## config.mk

```make
export PLATFORM = sky130hd
export DESIGN_NAME = calc_sequencer
export DESIGN_NICKNAME = d
export VERILOG_FILES = /design/src/rtl/calc_pkg.sv /design/src/rtl/key_debounce.sv /design/src/rtl/calc_sequencer.sv
export SDC_FILE = /design/constraint.sdc
export NUM_CORES = 1
export LEC_CHECK = 0
export CORE_MARGIN = 1
export CORE_UTILIZATION = 50
export DETAILED_ROUTE_END_ITERATION = 7
export MAX_ROUTING_LAYER = met4
export PLACE_DENSITY = 0.76
export SYNTH_ARGS = -nofsm -noshare
export SYNTH_HDL_FRONTEND = slang
export SYNTH_HIERARCHICAL = 1
export SYNTH_SLANG_ARGS = --single-unit
export TNS_END_PERCENT = 50
```

## constraint.sdc

```tcl
create_clock -name clk -period 3.4 [get_ports clk]
set_input_delay 0.68 -clock clk [delete_from_list [all_inputs] [get_ports clk]]
set_output_delay 0.68 -clock clk [all_outputs]
set_load 0.05 [all_outputs]
```

## src/rtl/calc_pkg.sv

```systemverilog
// Shared types and constants for the calculator front-panel sequencer.
// Imported by the sequencer top and by anything observing its debug struct.
package calc_pkg;

  typedef enum logic [2:0] {
    ENTER_A = 3'd0,
    ENTER_B = 3'd1,
    ISSUE   = 3'd2,
    WAIT    = 3'd3,
    SHOW    = 3'd4,
    ERR     = 3'd5
  } state_t;

  // Snapshot of sequencer internals for checkers and bring-up probes.
  typedef struct packed {
    state_t     state;
    logic [1:0] key_stable;
  } dbg_t;

  localparam logic [1:0] DISP_LIVE = 2'd0;
  localparam logic [1:0] DISP_RES  = 2'd1;
  localparam logic [1:0] DISP_ERR  = 2'd2;

  localparam logic [3:0] OP_NONE = 4'hF;

  localparam logic [2:0] LED_A    = 3'b110;
  localparam logic [2:0] LED_B    = 3'b101;
  localparam logic [2:0] LED_BUSY = 3'b011;
  localparam logic [2:0] LED_ERR  = 3'b000;

endpackage

```

## src/rtl/key_debounce.sv

```systemverilog
// Debounces one active-low push-button: the stable level follows the raw level
// only after DEBOUNCE_CYCLES consecutive differing cycles; o_press pulses on 1->0.
module key_debounce #(
  parameter int DEBOUNCE_CYCLES = 16
) (
  input  logic clk,
  input  logic rst,
  input  logic i_raw,
  output logic o_stable,
  output logic o_press
);

  localparam int CW = (DEBOUNCE_CYCLES > 1) ? $clog2(DEBOUNCE_CYCLES) : 1;

  logic [CW-1:0] r_cnt;
  logic          r_stable;
  logic          r_press;

  always_ff @(posedge clk or posedge rst) begin
    if (rst) begin
      r_cnt    <= '0;
      r_stable <= 1'b1;
      r_press  <= 1'b0;
    end else begin
      r_press <= 1'b0;
      if (i_raw == r_stable) begin
        r_cnt <= '0;
      end else if (r_cnt == CW'(DEBOUNCE_CYCLES - 1)) begin
        r_cnt    <= '0;
        r_stable <= i_raw;
        // Registered alongside the level change so the pulse lines up with it.
        r_press  <= r_stable & ~i_raw;
      end else begin
        r_cnt <= r_cnt + 1'b1;
      end
    end
  end

  assign o_stable = r_stable;
  assign o_press  = r_press;

endmodule

```

## src/rtl/calc_sequencer.sv

```systemverilog
// Front-panel controller: debounced ENTER/CLEAR capture operands and opcode,
// start the ALU, wait for done with a timeout, and drive display and LEDs.
module calc_sequencer
  import calc_pkg::*;
#(
  parameter int DEBOUNCE_CYCLES = 16,
  parameter int TIMEOUT_CYCLES  = 64,
  parameter int RES_W           = 11
) (
  input  logic             clk,
  input  logic             rst,
  input  logic [1:0]       key,
  input  logic [3:0]       in_number,
  input  logic [3:0]       arif,
  output logic [3:0]       alu_a,
  output logic [3:0]       alu_b,
  output logic [3:0]       alu_op,
  output logic             alu_start,
  input  logic             alu_done,
  input  logic [RES_W-1:0] alu_result,
  output logic [RES_W-1:0] disp_value,
  output logic [1:0]       disp_mode,
  output logic [2:0]       led,
  output dbg_t             dbg
);

  localparam int TW = $clog2(TIMEOUT_CYCLES + 1);

  logic [1:0]       w_key_stable;
  logic [1:0]       w_key_press;
  logic             w_enter_ev;
  logic             w_clear_ev;
  logic [3:0]       w_sw;
  logic [RES_W-1:0] w_live;
  logic [TW-1:0]    w_tmo_next;

  state_t           r_state;
  logic [3:0]       r_a;
  logic [3:0]       r_b;
  logic [3:0]       r_op;
  logic             r_start;
  logic [RES_W-1:0] r_disp;
  logic [1:0]       r_mode;
  logic [2:0]       r_led;
  logic [TW-1:0]    r_tmo;

  for (genvar g = 0; g < 2; g++) begin : g_key
    key_debounce #(.DEBOUNCE_CYCLES(DEBOUNCE_CYCLES)) u_db (
      .clk      (clk),
      .rst      (rst),
      .i_raw    (key[g]),
      .o_stable (w_key_stable[g]),
      .o_press  (w_key_press[g])
    );
  end

  // CLEAR has priority; a coincident ENTER is discarded.
  assign w_clear_ev = w_key_press[1];
  assign w_enter_ev = w_key_press[0] & ~w_key_press[1];
  assign w_sw       = ~in_number;
  assign w_live     = {{(RES_W-4){1'b0}}, w_sw};
  assign w_tmo_next = r_tmo + 1'b1;

  always_ff @(posedge clk or posedge rst) begin
    if (rst) begin
      r_state <= ENTER_A;
      r_a     <= '0;
      r_b     <= '0;
      r_op    <= OP_NONE;
      r_start <= 1'b0;
      r_disp  <= '0;
      r_mode  <= DISP_LIVE;
      r_led   <= LED_A;
      r_tmo   <= '0;
    end else begin
      r_start <= 1'b0;
      if (w_clear_ev) begin
        r_state <= ENTER_A;
        r_op    <= OP_NONE;
        r_mode  <= DISP_LIVE;
        r_led   <= LED_A;
        r_disp  <= w_live;
      end else begin
        case (r_state)
          ENTER_A: begin
            r_disp <= w_live;
            r_mode <= DISP_LIVE;
            r_led  <= LED_A;
            if (w_enter_ev) begin
              r_a     <= w_sw;
              r_state <= ENTER_B;
              r_led   <= LED_B;
            end
          end
          ENTER_B: begin
            r_disp <= w_live;
            r_mode <= DISP_LIVE;
            r_led  <= LED_B;
            if (w_enter_ev) begin
              if (arif != OP_NONE) begin
                r_b     <= w_sw;
                r_op    <= arif;
                r_start <= 1'b1;
                r_led   <= LED_BUSY;
                r_state <= ISSUE;
              end else begin
                r_state <= ERR;
                r_led   <= LED_ERR;
                r_mode  <= DISP_ERR;
                r_disp  <= '1;
              end
            end
          end
          ISSUE: begin
            r_tmo   <= '0;
            r_led   <= LED_BUSY;
            r_state <= WAIT;
          end
          WAIT: begin
            r_led <= LED_BUSY;
            if (alu_done) begin
              r_disp  <= alu_result;
              r_mode  <= DISP_RES;
              r_state <= SHOW;
            end else if (w_tmo_next == TW'(TIMEOUT_CYCLES)) begin
              r_state <= ERR;
              r_led   <= LED_ERR;
              r_mode  <= DISP_ERR;
              r_disp  <= '1;
            end else begin
              r_tmo <= w_tmo_next;
            end
          end
          SHOW: begin
            r_led  <= LED_BUSY;
            r_mode <= DISP_RES;
            if (w_enter_ev) begin
              r_a     <= r_disp[3:0];
              r_state <= ENTER_B;
              r_led   <= LED_B;
              r_mode  <= DISP_LIVE;
              r_disp  <= w_live;
            end
          end
          ERR: begin
            r_led  <= LED_ERR;
            r_mode <= DISP_ERR;
            r_disp <= '1;
            if (w_enter_ev) begin
              r_state <= ENTER_A;
              r_led   <= LED_A;
              r_mode  <= DISP_LIVE;
              r_disp  <= w_live;
            end
          end
          default: r_state <= ENTER_A;
        endcase
      end
    end
  end

  assign alu_a          = r_a;
  assign alu_b          = r_b;
  assign alu_op         = r_op;
  assign alu_start      = r_start;
  assign disp_value     = r_disp;
  assign disp_mode      = r_mode;
  assign led            = r_led;
  assign dbg.state      = r_state;
  assign dbg.key_stable = w_key_stable;

endmodule
```

---- Word level (Yosys, flattened, before mapping) ----
Cells that the tools add are included.
word-level totals
  logic and storage cells ................. 120
  output and inout port bits .............. 34
  bits in registers ....................... 51
  input bits .............................. 24
cells by class
  equality and inequality tests ........... 20
  bitwise operators ....................... 9
  reductions and logical operators ........ 18
  add/subtract/negate cells ............... 3
  multiplexer cells ....................... 55
operator list
  operator                                                          number
  11-bit two-way mux                                                7
  11-bit case mux with 5 select lines                               1
  4-bit two-way mux                                                 10
  3-bit two-way mux                                                 11
  2-bit two-way mux                                                 10
  3-bit case mux with 6 select lines                                1
  4-bit AND reduction                                               4
  3-bit case mux with 5 select lines                                1
  7-bit two-way mux                                                 2
  7-bit case mux with 2 select lines                                1
  2-bit case mux with 5 select lines                                1
  2-bit nonzero test                                                5
  1-bit two-way mux                                                 9
  3-bit by 2-bit != test with 1-bit output (second input constant)  3
  4-bit by 1-bit adder with 4-bit output (second input constant)    2
  4-bit == test (second input constant)                             2
  2-bit != test (second input constant)                             4
  4-bit case mux with 2 select lines                                1
  7-bit by 1-bit adder with 7-bit output (second input constant)    1
  7-bit == test (second input constant)                             1
  7-bit nonzero test                                                1
  3-bit by 2-bit == test with 1-bit output (second input constant)  2
  3-bit == test (second input constant)                             2
  2-bit AND reduction                                               3
  other kinds (12)                                                  20

---- Longest topological paths before layout ----
Gate-level depths: netlist of the first run.
  word-level depth ........................ 6
  mapped depth ............................ 7
  depth with buffers taken out ............ 6

---- Modules after synthesis ----
The synthesis of the first run kept the hierarchy.
modules (own cells, without submodules)
  module          times used  area an instance (um2)  sequential area each (um2)  cells an instance
  calc_sequencer  1           2118.3                  983.4                       221
  key_debounce    2           264.0                   151.4                       20

---- Worst setup path after synthesis of the first run ----
No wires, ideal clock.
  path kind ............................... flip-flop to flip-flop
  start ................................... register r_state[1]
  end ..................................... register r_disp[1], in the netlist disp_value[1]
  library setup time ...................... 121 ps
  buffers on the path ..................... 3
  arrival ................................. 2042 ps
  cell stages (with the launch flop) ...... 8
  data required time ...................... 3279 ps
  setup slack ............................. 1237 ps
  clock period less this slack ............ 2163 ps
  path through ............................ dfrtp_1 -> buf_2 -> nor4bb_1 -> nand2b_1 -> clkbuf_1 -> o21a_4 -> buf_12 -> o22a_1
between the ends
  word-level cells in the longest chain between the ends .. 3
  elaborated cells between the ends (all ways) .. 11
  those cells by class .................... 6 x eq/ne; 2 x mux; 3 x reduce/logical
ends and longest elaborated chain
  what                                                               RTL line              source
  start: declaration                                                 calc_sequencer.sv:37  state_t r_state;
  start signal: assignment                                           calc_sequencer.sv:66  r_state <= ENTER_A;
  start signal: assignment                                           calc_sequencer.sv:78  r_state <= ENTER_A;
  start signal: assignment                                           calc_sequencer.sv:91  r_state <= ENTER_B;
  3-bit == test, or another cell as far along                        calc_sequencer.sv:84  case (r_state)
  11-bit case mux with 5 select lines, or another cell as far along  calc_sequencer.sv:84
  11-bit two-way mux / 3-bit AND reduction (equally long branches)   n/a
  end signal: assignment                                             calc_sequencer.sv:82  r_disp <= w_live;
  end signal: assignment                                             calc_sequencer.sv:86  r_disp <= w_live;
  end signal: assignment                                             calc_sequencer.sv:96  r_disp <= w_live;
  end: declaration                                                   calc_sequencer.sv:42  logic [RES_W-1:0] r_disp;
Parallel ways exist; a longest one is shown, timed or not.
A chain may end at the register's enable or synchronous reset.

---- Worst setup path after layout of the first run ----
  start ................................... register r_state[1]
  end ..................................... output dbg[3] in the netlist's numbering
RTL lines
  what              RTL line              source
  end: declaration  calc_sequencer.sv:24  output dbg_t dbg
No word-level cell between the ends.

==> impl_results.md, run 1 <==
- Vias in the first global route: 2045
- Crit Path Category: reg2out
- Post-layout instance area: 0.003359 sq mm
- Maximum clock frequency: 379.6 MHz
- FF-to-FF Start: r_state[1]
- Initial antenna violation count: 0
- Nets@finish: 347
- Setup tns final: 0 ns
- R2R cell count: 5
- Resize count post-CTS: 0
- Worst Setup EP: dbg[3]
- H-tree levels: 2
- Maximum VDD drop: 0.1968 mV
- Area Growth Syn to Fin: 26.95%
- I/O pin count: 58
- Global route total overflow: 0
- Post-synthesis cell count: 261
- CTS root buf: clkbuf_8
- Async set or reset register ratio after synthesis: 100.0%
- Largest net degree at the start of global routing: 40
- Comb power frac: 7.9%
- Critical path buffers and inverters: 1
- Detailed Route WL: 5.699 mm
- Leakage power total: 1.492 nW
- Clock power frac: 32.9%
- Fraction of layout cells with a size suffix above 1: 9.748%
- Crit-path slowest cell: clkdlybuf4s50_1
- Avg Cell Area, Syn: 10.14 sq um
- Final Hold Vio Count: 0
- Post-layout min period: 2.634 ns
- Clock tree buffer depth: 2
- All-layer global routing usage: 22.80%
- Crit-path leading delay family: buffers and inverters
- Clk_lat worst skew: 0.31 ns
- Post-DP Area: 0.003271 sq mm
- CTS tree: done
- Die area: 0.005588 sq mm
- Worst r2r dst: r_tmo[3]
- Antenna cells: 0
- Routed vias: 2192
- Stages on the worst setup path: 1
- GP Congestion: 0.8049
- Residual DRC: 0
- Max_cap viols: 0
- Core Area: 0.005107 sq mm
- Top FF cell, synth: dfrtp_1
- RSZ-0062 raised after global routing: false
- Crit path from: r_state[1]
- Actual slew at the worst max-slew pin: 0.7556 ns
- Max stage delay on crit path: 0.92 ns
- Mapped Nets: 291
- Status: complete, no violations
- IO Port Bufs: 57
- Worst-path cell chain: clkdlybuf4s50_1
- DRT iter0 DRCs: 148
- Synthesized flop and latch total: 51
- Fillcell total: 435
- PD cells: 314.6 mW/mm^2
- Antenna violation net count after detailed routing: 0
- NetSw: 0.0002535 W
- Reg2Reg Setup Slack: 1.00 ns
- Setup violators final: 0
- Detailed Routing Iterations Pass 1: 4
- Worst-path maximum fanout: 19
- Worst Setup Start Kind: register
- Seq pwr share: 59.2%
- Post-CTS Setup Bufs: 0
- Die W: 74.75 um
- Unique cell type count in the Yosys netlist: 56
- Vias per inst: 5.649
- DR WL/cell: 14.69 um
- Initial Util: 51.81%
- Slew headroom: 48.32%
- Worst setup EP type: output pin
- Register area share after synthesis: 48.61%
- YS warnings: 6
- CTS Sinks: 51
- Cell Area, Synth: 0.002646 sq mm
- P_int: 0.0008033 W
- CP Data Required Time: 2.72 ns
- First-pass GRT wire length: 9.384 mm
- Worst hold path class: reg2reg
- Worst EP arrival: 1.95 ns
- Final period util: 77.48%
- Hold-fix buffers, CTS: 0
- Post-synth EDFFs: 0
- # rows: 26
- Max-slew violations: 0
- Die span in y: 74.75 um
- Clock Skew: 0.006447 ns
- Sw frac: 23.99%
- CTS Buf Count: 5
- Final HPWL DP: 4.042 mm
- Clock transition at path regs: 0.10 ns
[stage by stage]
stage / setup WS, ns / power, W / utilization [%] / instances / hold WS, ns
after CTS: 0.7783 / 0.001072 / 65.78 / 388 / 0.4921
after global routing: 0.6866 / 0.001105 / 65.78 / 388 / 0.5149
after floorplan: 1.237 / 0.0006758 / - / 261 / 0.4618
after detailed placement: 0.8731 / 0.0007209 / 64.04 / 380 / 0.4698
after global placement: 0.9102 / 0.0007193 / 64.04 / 380 / 0.4604
final: 0.7656 / 0.001057 / 65.78 / 388 / 0.4841
[power groups by stage]
stage          sequential (W)  combinational, W  clock (W)
6_report             0.000625         0.0000835   0.000348
5_1_grt              0.000627         0.0000920   0.000386
4_1_cts              0.000625         0.0000848   0.000362
3_5_place_dp         0.000637         0.0000842          0
3_3_place_gp         0.000636         0.0000831          0
2_1_floorplan        0.000646         0.0000294          0
[registers in the layout (all words and copies together) (netlist names), 3 cells and up]
| register | cells |
|---|---|
| alu_a | 4 |
| alu_b | 4 |
| alu_op | 4 |
| disp_value | 11 |
| g_key.u_db/r_cnt | 8 |
| led | 3 |
| r_state | 3 |
| r_tmo | 7 |
[Yosys cell counts (2+ instances only)]
| master | number | area share [%] |
|---|---|---|
| mux2_1 | 2 | 0.85 |
| nand3_1 | 5 | 0.95 |
| o2bb2ai_1 | 3 | 0.99 |
| mux2i_1 | 7 | 2.6 |
| nor4_1 | 2 | 0.47 |
| nand2b_1 | 4 | 0.95 |
| a21oi_1 | 19 | 3.6 |
| o21ai_0 | 16 | 3.0 |
| a22o_1 | 2 | 0.66 |
| a211o_1 | 5 | 1.7 |
| o22a_1 | 5 | 1.7 |
| nor2_1 | 15 | 2.1 |
| and2_1 | 2 | 0.47 |
| clkbuf_1 | 7 | 0.99 |
| and4_2 | 2 | 0.76 |
| nor2b_1 | 11 | 2.6 |
| nand2_1 | 21 | 3.0 |
| a211oi_1 | 2 | 0.57 |
| ha_1 | 6 | 2.8 |
| inv_1 | 17 | 2.4 |
| a311oi_1 | 4 | 1.3 |
| o31ai_1 | 5 | 1.4 |
| nand4_1 | 2 | 0.47 |
| a31oi_1 | 6 | 1.4 |
| dfrtp_1 | 43 | 41 |
| dfstp_2 | 8 | 7.9 |
| xnor2_1 | 3 | 0.99 |
| nand4b_1 | 2 | 0.66 |
| a21o_1 | 5 | 1.4 |
| nor3_1 | 4 | 0.76 |
[routing by layer]
layer | up-vias | share of wire (%) | GRT usage (%)
li1 | 1057 | - | -
met1 | 1065 | 45 | 30.70
met2 | 63 | 49 | 35.04
met3 | 7 | 5.1 | 5.221
met4 | 0 | 1.1 | 5.660
met5 | - | 0 | -
[final cells by class]
cell class | count | area [sq um] | area share, %
Clock inverter | 3 | 20.02 | 0.5959
Multi-Input combinational cell | 182 | 1240 | 36.91
Timing Repair Buffer | 60 | 593.1 | 17.65
Inverter | 17 | 63.81 | 1.899
Sequential cell | 51 | 1286 | 38.29
Tap cell | 70 | 87.58 | 2.607
Clock buffer | 5 | 68.82 | 2.048
[cells by family (layout without fill, tap and decap cells)]
kind of cell               after synthesis  count (layout)  share of synthesized area (%)
xor gates and xnor gates                 4               4                          1.324
buffers and inverters                   28              85                          4.775
AOI/OAI and AO/OA                       81              81                          21.80
DFF                                     51              51                          48.61
muxes                                   10              10                          4.066
adders and majority gates                6               6                          2.837
and+or+nand+nor                         81              81                          16.60
[cell usage in the layout, fill, tap and decap left out, drive strengths merged, types with 3 or more instances in the layout]
cell type / count
a211o: 5
a21o: 5
a21oi: 19
a311oi: 4
a31oi: 6
and4: 3
buf: 3
clkbuf: 5
clkdlybuf4s50: 57
dfrtp: 43
dfstp: 8
ha: 6
inv: 17
mux2: 3
mux2i: 7
nand2: 22
nand2b: 4
nand3: 6
nor2: 15
nor2b: 11
nor3: 4
o21ai: 16
o22a: 5
o2bb2ai: 3
o31ai: 5
xnor2: 3
[worst min-delay path by stage]
stage | from | endpoint | slack, ns | cells after the start
after global placement | alu_b[3] | alu_b[3] | 0.46 | 2
after CTS | alu_b[3] | alu_b[3] | 0.49 | 2
after detailed placement | alu_b[3] | alu_b[3] | 0.47 | 2
final | alu_b[0] | alu_b[0] | 0.48 | 2
after floorplan | g_key[0].u_db/r_cnt[0] | g_key[0].u_db/r_cnt[0] | 0.46 | 1
after global routing | alu_a[0] | alu_a[0] | 0.51 | 2
Note: power is estimated with default switching activity, not from simulation.
==> inputs of run 2 (changes only) <==
--- a/config.mk
+++ b/config.mk
@@ -6,10 +6,10 @@
 export NUM_CORES = 1
 export LEC_CHECK = 0
 export CORE_MARGIN = 1
-export CORE_UTILIZATION = 50
+export CORE_UTILIZATION = 46
 export DETAILED_ROUTE_END_ITERATION = 7
 export MAX_ROUTING_LAYER = met4
-export PLACE_DENSITY = 0.76
+export PLACE_DENSITY = 0.74
 export SYNTH_ARGS = -nofsm -noshare
 export SYNTH_HDL_FRONTEND = slang
 export SYNTH_HIERARCHICAL = 1
==> constraint.sdc (replaced) <==
create_clock -name clk -period 2.2 [get_ports clk]
set_input_delay 0.44 -clock clk [delete_from_list [all_inputs] [get_ports clk]]
set_output_delay 0.44 -clock clk [all_outputs]
set_load 0.05 [all_outputs]
==> impl_results.md, run 2 (synthesis results as in run 1) <==
- Met2 WL: 3.074 mm
- Vias in the first global route: 2176
- IO Port Bufs: 57
- Clock Skew: 0.008831 ns
- Die area: 0.006060 sq mm
- Routed vias: 2245
- Maximum VDD drop: 0.4105 mV
- Fillcell total: 476
- Post-layout util: 63.37%
- Slew headroom: 64.99%
- Final period util: 97.13%
- Clock tree buffer depth: 2
- Sw frac: 21.32%
- PD cells: 492.6 mW/mm^2
- Worst-path cell chain: ha_1 > or4_4 > a32oi_4 > buf_4 > o32ai_2 > mux2_4
- Hold-fix buffers, CTS: 0
- Die span in y: 77.85 um
- Vias per inst: 5.516
- Die W: 77.85 um
- Core Area: 0.005540 sq mm
- Metal3 WL: 320 um
- Clock transition at path regs: 0.09 ns
- H-tree levels: 2
- Post-layout min period: 2.137 ns
- CTS root buf: clkbuf_8
- Antenna cells: 0
- Final HPWL DP: 4.328 mm
- Antenna violation net count after detailed routing: 0
- Clock power frac: 36.5%
- Actual slew at the worst max-slew pin: 0.5235 ns
- Max layer used: met4
- Fraction of layout cells with a size suffix above 1: 14.63%
- DR WL/cell: 14.80 um
- Detailed Routing Iterations Pass 1: 4
- Area Growth Syn to Fin: 32.67%
- Status: complete, no violations
- Max reg flops: 11
- # rows: 27
- Crit-path slowest cell: or4_4
- Worst Setup Start Kind: register
- Max_cap viols: 0
- CP Data Required Time: 2.38 ns
- Worst setup EP type: register
- CTS Sinks: 51
- Worst hold path class: in2async
- Largest net degree at the start of global routing: 40
- Commonest cells after routing, fill and taps aside: 54 x clkdlybuf4s50_1, 43 x dfrtp_1, 21 x nand2_1, 21 x buf_4, 19 x a21oi_1
- Worst-path maximum fanout: 5
- Crit Path Category: reg2reg
- Detailed Route WL: 6.022 mm
- P_int: 0.001361 W
- I/O pin count: 58
- CTS Buf Count: 5
- Max stage delay on crit path: 0.55 ns
- Max-slew violations: 0
- CTS tree: done
- Critical path buffers and inverters: 1
- Initial antenna violation count: 0
- WL met1: 2.595 mm
- Clk_lat worst skew: 0.30 ns
- NetSw: 0.0003687 W
- Final Hold Vio Count: 0
- First-pass GRT wire length: 10.12 mm
- Leakage power total: 1.600 nW
- Nets@finish: 364
- Commonest non-fill, non-tap cell in the layout: clkdlybuf4s50_1
- Crit-path leading delay family: simple AND/OR/NAND/NOR gates
- DRT iter0 DRCs: 140
- Seq pwr share: 55.9%
- Setup violators final: 0
- Global route total overflow: 0
- GP Congestion: 0.8303
- Maximum clock frequency: 468.0 MHz
- Initial Util: 47.76%
- All-layer global routing usage: 21.44%
- Comb power frac: 7.6%
- Setup tns final: 0 ns
- Worst EP arrival: 2.32 ns
- Residual DRC: 0
==> run 2: final timing paths <==
check,depth (start not counted),end,from,slack [ns]
min reg2reg,2,alu_b[1],alu_b[1],0.49
min in group clk,2,alu_b[1],alu_b[1],0.49
max in group asynchronous,3,led[1],rst,1.21
min,2,g_key[1].u_db/r_cnt[1],rst,0.41
max,6,disp_mode[1],r_tmo[0],0.06
max reg2reg,6,disp_mode[1],r_tmo[0],0.06
==> run 2: final cells by class <==
type,instances,area (sq um),share of cell area (%)
clock buffers,7,76.32,2.174
clock inverters,1,30.03,0.8553
inverters,17,63.81,1.818
multi-input cells,183,1246,35.50
flip-flops and latches,51,1286,36.64
well taps,72,90.09,2.566
repair buffers,76,718.2,20.46
==> run 2: metrics by stage <==
stage | std cells | cell area [sq um] | setup slack [ns] | hold slack [ns] | total power [W]
finish | 407 | 3511 | 0.06315 | 0.4061 | 0.001730
global route | 407 | 3511 | -0.001070 | 0.4451 | 0.001800
CTS | 404 | 3487 | 0.02692 | 0.4007 | 0.001751
detailed placement | 396 | 3377 | 0.01817 | 0.4711 | 0.001117
global placement | 396 | 3377 | 0.08475 | 0.4612 | 0.001112
floorplan | 261 | 2646 | 0.03674 | 0.2302 | 0.001044
==> run 2: repair_timing <==
action                                 in CTS  in global routing
gates resized for setup                     1                  0
setup endpoints to repair                   1                  7
endpoints found under the hold margin       0                  0
buffers inserted                            0                  2
pin swaps                                   0                  1
cloned                                      0                  1
==> run 2: power groups by stage <==
stage	sequential, W	combinational [W]	clock [W]
after floorplan	0.000999	0.0000454	0
after global placement	0.000983	0.000129	0
after detailed placement	0.000984	0.000133	0
after CTS	0.000967	0.000134	0.000651
after global routing	0.000969	0.000143	0.000688
final	0.000967	0.000131	0.000632
==> run 2: per-layer routing <==
layer	vias to the layer above	GRT usage, %
met2	68	35.49
li1	1094	-
met5	-	-
met1	1079	26.74
met3	4	4.941
met4	0	4.717
